$ cat config.mk
export PLATFORM = sky130hd
export DESIGN_NAME = median_frame_sequencer
export DESIGN_NICKNAME = d
export VERILOG_FILES = /design/src/rtl/median_frame_sequencer.sv
export SDC_FILE = /design/constraint.sdc
export NUM_CORES = 1
export LEC_CHECK = 0
export CORE_MARGIN = 2
export CORE_UTILIZATION = 52
export CTS_CLUSTER_SIZE = 24
export DETAILED_ROUTE_END_ITERATION = 8
export HOLD_SLACK_MARGIN = 0.06
export PLACE_DENSITY = 0.85
export REMOVE_ABC_BUFFERS = 1
export SLEW_MARGIN = 20
export SYNTH_ARGS = -nofsm -noshare
export SYNTH_HDL_FRONTEND = slang
export SYNTH_SLANG_ARGS = --single-unit
$ cat constraint.sdc
create_clock -name clk -period 4.5 [get_ports clk]
set_input_delay 0.9 -clock clk [delete_from_list [all_inputs] [get_ports clk]]
set_output_delay 0.9 -clock clk [all_outputs]
set_load 0.03 [all_outputs]
$ cat src/rtl/median_frame_sequencer.sv
// Frame sequencer for the streaming 3x3 median filter: reads one frame from the input RAM into
// the filter, flushes the filter pipeline and writes every output sample, in order, to the output RAM.
module median_frame_sequencer #(
  parameter int unsigned WIDTH    = 256,
  parameter int unsigned HEIGHT   = 256,
  parameter int unsigned ADDR_W   = 16,
  parameter int unsigned FILT_LAT = 1
) (
  input  logic              clk,
  input  logic              rst,
  input  logic              start,
  input  logic              abort,
  output logic              busy,
  output logic              done,
  output logic [15:0]       frame_cnt,
  output logic              rd_en,
  output logic [ADDR_W-1:0] rd_addr,
  input  logic [7:0]        rd_data,
  output logic              filt_rst,
  output logic [7:0]        filt_pixel,
  input  logic [7:0]        filt_out,
  output logic              wr_en,
  output logic [ADDR_W-1:0] wr_addr,
  output logic [7:0]        wr_data
);

  typedef enum logic [2:0] {
    S_IDLE   = 3'd0,
    S_CLEAR  = 3'd1,
    S_STREAM = 3'd2,
    S_FLUSH  = 3'd3,
    S_DONE   = 3'd4
  } state_e;

  localparam int unsigned N        = WIDTH * HEIGHT;
  localparam int unsigned CNT_W    = ADDR_W + 1;
  localparam int unsigned LAT_W    = (FILT_LAT > 1) ? $clog2(FILT_LAT) : 1;
  localparam int unsigned LAT_LAST = FILT_LAT - 1;

  localparam logic [ADDR_W:0]   N_L        = N[ADDR_W:0];
  localparam logic [ADDR_W:0]   ZERO_C     = CNT_W'(1'b0);
  localparam logic [ADDR_W:0]   ONE_C      = CNT_W'(1'b1);
  localparam logic [ADDR_W:0]   TWO_C      = CNT_W'(2'd2);
  localparam logic [ADDR_W:0]   LAST_PIX   = N_L - ONE_C;
  localparam logic [LAT_W-1:0]  LAT_ZERO   = LAT_W'(1'b0);
  localparam logic [LAT_W-1:0]  LAT_ONE    = LAT_W'(1'b1);
  localparam logic [LAT_W-1:0]  LAT_LAST_L = LAT_LAST[LAT_W-1:0];
  localparam logic [ADDR_W-1:0] ADDR_ZERO  = ADDR_W'(1'b0);

  state_e state_q, state_d;

  logic [ADDR_W:0]   pix_cnt_q, pix_cnt_d;
  logic [LAT_W-1:0]  flush_cnt_q, flush_cnt_d;
  logic              busy_q, busy_d;
  logic              done_q, done_d;
  logic [15:0]       frame_cnt_q, frame_cnt_d;
  logic              rd_en_q, rd_en_d;
  logic [ADDR_W-1:0] rd_addr_q, rd_addr_d;
  logic              filt_rst_q, filt_rst_d;

  // Write delay line: stage k holds the pixel index presented k+1 cycles ago.
  logic [FILT_LAT-1:0]             dl_vld_q, dl_vld_d;
  logic [FILT_LAT-1:0][ADDR_W-1:0] dl_idx_q, dl_idx_d;

  logic            abort_hit;
  logic            pix_last;
  logic            flush_last;
  logic [ADDR_W:0] rd_next;

  assign abort_hit  = abort && ((state_q == S_CLEAR) || (state_q == S_STREAM) || (state_q == S_FLUSH));
  assign pix_last   = (pix_cnt_q == LAST_PIX);
  assign flush_last = (flush_cnt_q == LAT_LAST_L);
  assign rd_next    = pix_cnt_q + TWO_C;

  // State register.
  always_ff @(posedge clk) begin
    if (rst) begin
      state_q <= S_IDLE;
    end else begin
      state_q <= state_d;
    end
  end

  // Next-state logic.
  always_comb begin
    state_d = state_q;
    case (state_q)
      S_IDLE: begin
        if (start) state_d = S_CLEAR;
        else       state_d = S_IDLE;
      end
      S_CLEAR: begin
        if (abort_hit) state_d = S_IDLE;
        else           state_d = S_STREAM;
      end
      S_STREAM: begin
        if (abort_hit)     state_d = S_IDLE;
        else if (pix_last) state_d = S_FLUSH;
        else               state_d = S_STREAM;
      end
      S_FLUSH: begin
        if (abort_hit)       state_d = S_IDLE;
        else if (flush_last) state_d = S_DONE;
        else                 state_d = S_FLUSH;
      end
      S_DONE:  state_d = S_IDLE;
      default: state_d = S_IDLE;
    endcase
  end

  // Output logic: next values of the registered outputs.
  always_comb begin
    busy_d     = (state_d != S_IDLE);
    done_d     = (state_d == S_DONE);
    rd_en_d    = 1'b0;
    rd_addr_d  = rd_addr_q;
    filt_rst_d = filt_rst_q;
    if ((state_q == S_FLUSH) && (state_d == S_DONE)) begin
      frame_cnt_d = frame_cnt_q + 16'd1;
    end else begin
      frame_cnt_d = frame_cnt_q;
    end
    case (state_q)
      S_IDLE: begin
        if (start) begin
          rd_en_d    = 1'b1;
          rd_addr_d  = ADDR_ZERO;
          filt_rst_d = 1'b1;
        end else begin
          filt_rst_d = filt_rst_q;
        end
      end
      S_CLEAR: begin
        if (abort_hit) begin
          rd_addr_d  = ADDR_ZERO;
          filt_rst_d = 1'b1;
        end else begin
          rd_en_d    = (ONE_C < N_L);
          rd_addr_d  = ONE_C[ADDR_W-1:0];
          filt_rst_d = 1'b0;
        end
      end
      S_STREAM: begin
        if (abort_hit) begin
          rd_addr_d  = ADDR_ZERO;
          filt_rst_d = 1'b1;
        end else if (rd_next < N_L) begin
          rd_en_d    = 1'b1;
          rd_addr_d  = rd_next[ADDR_W-1:0];
          filt_rst_d = 1'b0;
        end else begin
          filt_rst_d = 1'b0;
        end
      end
      S_FLUSH: begin
        if (abort_hit) begin
          rd_addr_d  = ADDR_ZERO;
          filt_rst_d = 1'b1;
        end else begin
          filt_rst_d = 1'b0;
        end
      end
      S_DONE: filt_rst_d = 1'b0;
      default: begin
        rd_addr_d  = ADDR_ZERO;
        filt_rst_d = 1'b1;
      end
    endcase
  end

  // Pixel and flush counters, both reset on entry to their state.
  always_comb begin
    if (state_q == S_STREAM) pix_cnt_d = pix_cnt_q + ONE_C;
    else                     pix_cnt_d = ZERO_C;
    if (state_q == S_FLUSH)  flush_cnt_d = flush_cnt_q + LAT_ONE;
    else                     flush_cnt_d = LAT_ZERO;
  end

  // Delay line fed from STREAM; an abort empties it so no late writes escape.
  always_comb begin
    dl_vld_d = dl_vld_q;
    dl_idx_d = dl_idx_q;
    if (abort_hit) begin
      dl_vld_d = {FILT_LAT{1'b0}};
    end else begin
      dl_vld_d[0] = (state_q == S_STREAM);
      dl_idx_d[0] = pix_cnt_q[ADDR_W-1:0];
      for (int k = 1; k < FILT_LAT; k++) begin
        dl_vld_d[k] = dl_vld_q[k-1];
        dl_idx_d[k] = dl_idx_q[k-1];
      end
    end
  end

  // Datapath and output registers.
  always_ff @(posedge clk) begin
    if (rst) begin
      pix_cnt_q   <= ZERO_C;
      flush_cnt_q <= LAT_ZERO;
      busy_q      <= 1'b0;
      done_q      <= 1'b0;
      frame_cnt_q <= 16'd0;
      rd_en_q     <= 1'b0;
      rd_addr_q   <= ADDR_ZERO;
      filt_rst_q  <= 1'b1;
      dl_vld_q    <= {FILT_LAT{1'b0}};
      dl_idx_q    <= {(FILT_LAT*ADDR_W){1'b0}};
    end else begin
      pix_cnt_q   <= pix_cnt_d;
      flush_cnt_q <= flush_cnt_d;
      busy_q      <= busy_d;
      done_q      <= done_d;
      frame_cnt_q <= frame_cnt_d;
      rd_en_q     <= rd_en_d;
      rd_addr_q   <= rd_addr_d;
      filt_rst_q  <= filt_rst_d;
      dl_vld_q    <= dl_vld_d;
      dl_idx_q    <= dl_idx_d;
    end
  end

  // RAM read data goes straight to the filter so pixel i lands in cycle 2+i.
  assign filt_pixel = (state_q == S_STREAM) ? rd_data : 8'd0;
  assign wr_en      = dl_vld_q[FILT_LAT-1];
  assign wr_addr    = dl_idx_q[FILT_LAT-1];
  assign wr_data    = wr_en ? filt_out : 8'd0;

  assign busy      = busy_q;
  assign done      = done_q;
  assign frame_cnt = frame_cnt_q;
  assign rd_en     = rd_en_q;
  assign rd_addr   = rd_addr_q;
  assign filt_rst  = filt_rst_q;

endmodule

==> results.toml <==
[clocking]
hold_buffers = 0
cts_num_sinks = 74
postCtsSetupRepairBufs = 0
clockBufferDepth = 2
clk_root_buffer_cell = "sky130_fd_sc_hd__clkbuf_8"
clkSlewWorstSetupHoldPaths_ps = 70
insertion_delay_ps = 360
numCtsBuffers = 9
cts_tree = "built"
post_cts.resized_instances = 0
h-tree-depth = 3

[floorplan]
core.rowCount = 29
coreArea_um2 = 6350
floorplan.io_pins = 89
die_area_um2 = 7200
floorplan.die.width_um = 84.9
start_util_pct = 53.5
fp.dieH_um = 84.9

[final_layout]
num_antenna_cells = 0
fin_cells = 531
layout.nets = 474
area.growth.synth_to_final_pct = 30.5
nFillCells = 482
drive_above_1_share_pct = 5.95

[power_and_ir_drop]
power.density_nw_per_um2 = 268
peakVddDrop_v = 0.000195
power.net_switching_mw = 0.284
p_int_mw = 0.906
clock_power_share_pct = 38.1
total_power_mw = 1.19
power.share.sequential_pct = 55.6
power.leakage_nw = 1.54
netSwitchingFraction_pct = 23.8
combinational_power_share_pct = 6.3

[route]
detailroute.via_count = 2856
wl_mm = 7.59
detail-route-antenna-nets = 0
via_per_inst = 5.38
initialDrtViolationCount = 156
post_drt_wl_per_cell_um = 14.3
drt_first_pass_iters = 5
drc = 0

[worst_setup_path]
worst-setup-path-type = "register to output port"
cp-start-kind = "register"
critical_path.slowest_cell = "sky130_fd_sc_hd__clkdlybuf4s50_1"
worst_setup_path_end_kind = "output port"
critPathMostFrequentCell = "sky130_fd_sc_hd__nor2b_1"
worstPathMaxFanout = 9
crit_chain = "nor2b_1 -> nor2b_1 -> and2_1 -> clkdlybuf4s50_1"
slowest_delay_ps = 660
worstPathArrival_ps = 2320
required_ps = 3600

[logic_synthesis]
synthCells = 375
dominantRegCellSynth = "sky130_fd_sc_hd__dfxtp_1"
asyncSetResetFlopFracSynth_pct = 0
synth_largest_area_cell = "sky130_fd_sc_hd__dfxtp_1"
synth.area.top_cells = "sky130_fd_sc_hd__dfxtp_1 44%, sky130_fd_sc_hd__nor2_1 7.0%, sky130_fd_sc_hd__xnor2_1 6.4%, sky130_fd_sc_hd__mux2i_1 5.9%, sky130_fd_sc_hd__xor2_1 4.4%"
synth.ff_latch_count = 74
synth_edf_count = 0
yosysUniqueCellTypes = 39
synth_seq_area_share_pct = 43.6
synth_area_um2 = 3400
synth.yosys.warnings = 0
postSynthAreaPerCell_um2 = 9.07
yosys.area.top_type_share_pct = 43.6

[global_route]
grt_pass1_wl_mm = 12.6
track_usage_pct = 21.9
vias_in_the_first_global_route = 2670
pin_count_of_the_biggest_net_entering_global_routing = 40
number_of_antenna_violations_at_the_first_check_in_global_routing = 0
grt.overflow.total = 0

[timing]
slew-limit-headroom_pct = 30.2
setup_viol = 0
finalCritPeriodShare_pct = 71.5
hold_violations = 0
grt_setup_unrepaired = "no"
timing_max_transition_violations_final = 0
period_needed_ps = 3220
final_critical_path_setup_slack_ps = 1280
worst_pin_slew_ps = 1050
fin_setup_tns_ps = 0
maxClockFrequency_mhz = 311
hold_slack_ps = 478
timing.clock.skew_ps = 11.7

[placement]
portBuffers = 88
pre_cts_setup_slack_ps = 1330
post-place-cells = 516
routabilityCongestion = 0.874
place_hpwl_mm = 5.52

[run_status]
outcome = "finished clean"

[hold_path]
hold_path.class = "register to register"

[job]
drv.max_cap_violation_count = 0
==> critical path: cells and delay by family, from the launching register on <==
| family | cells | cell delay, ps |
|---|---|---|
| and+or+nand+nor | 3 | 860 |
| buffers and inverters | 1 | 660 |
| DFF | 1 | 440 |
==> power groups by stage <==
stage | Clock (mW) | Sequential (mW) | Combinational (mW)
after floorplan | 0 | 0.681 | 0.0295
after detailed placement | 0 | 0.677 | 0.0750
after global routing | 0.489 | 0.662 | 0.0800
after CTS | 0.462 | 0.661 | 0.0750
after global placement | 0 | 0.676 | 0.0743
final | 0.453 | 0.661 | 0.0745
==> cell usage after synthesis, drive strengths merged (5+ instances only) <==
master,number
nand2,18
nand2b,17
o32ai,14
nor2,63
dfxtp,74
inv,8
nand3,14
buf,7
xnor2,25
nor4,5
xor2,17
nand4,11
mux2i,20
clkbuf,19
nor3,13
and2,17
==> cell usage in the layout (no fill, tap or decap), types with 3 or more instances in the layout <==
| cell type | Yosys | routed |
|---|---|---|
| sky130_fd_sc_hd__a21oi_1 | 3 | 3 |
| sky130_fd_sc_hd__and2_1 | 17 | 17 |
| sky130_fd_sc_hd__and4_1 | 3 | 3 |
| sky130_fd_sc_hd__clkbuf_8 | 0 | 10 |
| sky130_fd_sc_hd__clkdlybuf4s50_1 | 0 | 87 |
| sky130_fd_sc_hd__dfxtp_1 | 74 | 74 |
| sky130_fd_sc_hd__ha_1 | 4 | 4 |
| sky130_fd_sc_hd__inv_1 | 8 | 8 |
| sky130_fd_sc_hd__mux2i_1 | 20 | 20 |
| sky130_fd_sc_hd__nand2_1 | 18 | 18 |
| sky130_fd_sc_hd__nand2b_1 | 17 | 17 |
| sky130_fd_sc_hd__nand3_1 | 14 | 14 |
| sky130_fd_sc_hd__nand4_1 | 10 | 10 |
| sky130_fd_sc_hd__nor2_1 | 63 | 63 |
| sky130_fd_sc_hd__nor2b_1 | 3 | 3 |
| sky130_fd_sc_hd__nor3_1 | 13 | 13 |
| sky130_fd_sc_hd__nor4_1 | 4 | 4 |
| sky130_fd_sc_hd__o21ai_0 | 3 | 3 |
| sky130_fd_sc_hd__o32ai_1 | 6 | 6 |
| sky130_fd_sc_hd__o32ai_2 | 8 | 8 |
| sky130_fd_sc_hd__or3_1 | 3 | 3 |
| sky130_fd_sc_hd__or4_1 | 4 | 4 |
| sky130_fd_sc_hd__xnor2_1 | 25 | 25 |
| sky130_fd_sc_hd__xor2_1 | 17 | 17 |
==> worst paths after layout <==
| check | startpoint | endpoint | cells after the start | slack (ps) |
|---|---|---|---|---|
| min reg2reg | rd_addr[0] | rd_addr[0] | 2 | 480 |
| min | rd_addr[0] | rd_addr[0] | 2 | 480 |
| max reg2reg | pix_cnt_q[12] | rd_addr[4] | 5 | 2000 |
| max | state_q[1] | filt_pixel[0] | 4 | 1280 |
==> layout make-up <==
| class | count | area [um^2] | area share [%] |
|---|---|---|---|
| well taps | 77 | 96.3 | 2.17 |
| flip-flops and latches | 74 | 1480 | 33.4 |
| repair buffers | 90 | 891 | 20.1 |
| multi-input cells | 267 | 1770 | 39.9 |
| clock buffers | 11 | 141 | 3.19 |
| inverters | 8 | 30.0 | 0.677 |
| clock inverters | 4 | 28.8 | 0.648 |
==> state kept, by name, indices dropped and copies added, names as in the netlist <==
name / flops
done: 1
rd_en: 1
wr_en: 1
frame_cnt: 16
rd_addr: 16
wr_addr: 16
state_q: 3
pix_cnt_q: 17
busy: 1
filt_rst: 1
flush_cnt_q: 1
==> layer usage <==
metal / share of wire, % / track usage, % / vias up
met2: 46 / 32.3 / 93
met4: 2.2 / 10.2 / 0
li1: - / - / 1422
met3: 6.7 / 5.93 / 10
met5: 0 / 0 / -
met1: 45 / 30.0 / 1331
==> kinds of logic (layout without fill, tap and decap cells) <==
kind of cell / Yosys count / in the layout / synth area share, %
flip-flops: 74 / 74 / 43.6
XOR/XNOR: 42 / 42 / 10.8
multiplexers: 20 / 20 / 5.89
buffers and inverters: 34 / 113 / 4.38
adder cells (fa/ha/maj): 4 / 4 / 1.47
AO/OA/AOI/OAI: 24 / 24 / 7.14
AND/OR/NAND/NOR: 177 / 177 / 26.7
==> stage by stage <==
stage,utilization [%],instance area (um^2)
2_1_floorplan,-,3280
3_3_place_gp,67.2,4270
3_5_place_dp,67.2,4270
4_1_cts,69.9,4440
5_1_grt,69.9,4440
6_report,69.9,4440
(Power assumes the default switching activity.)
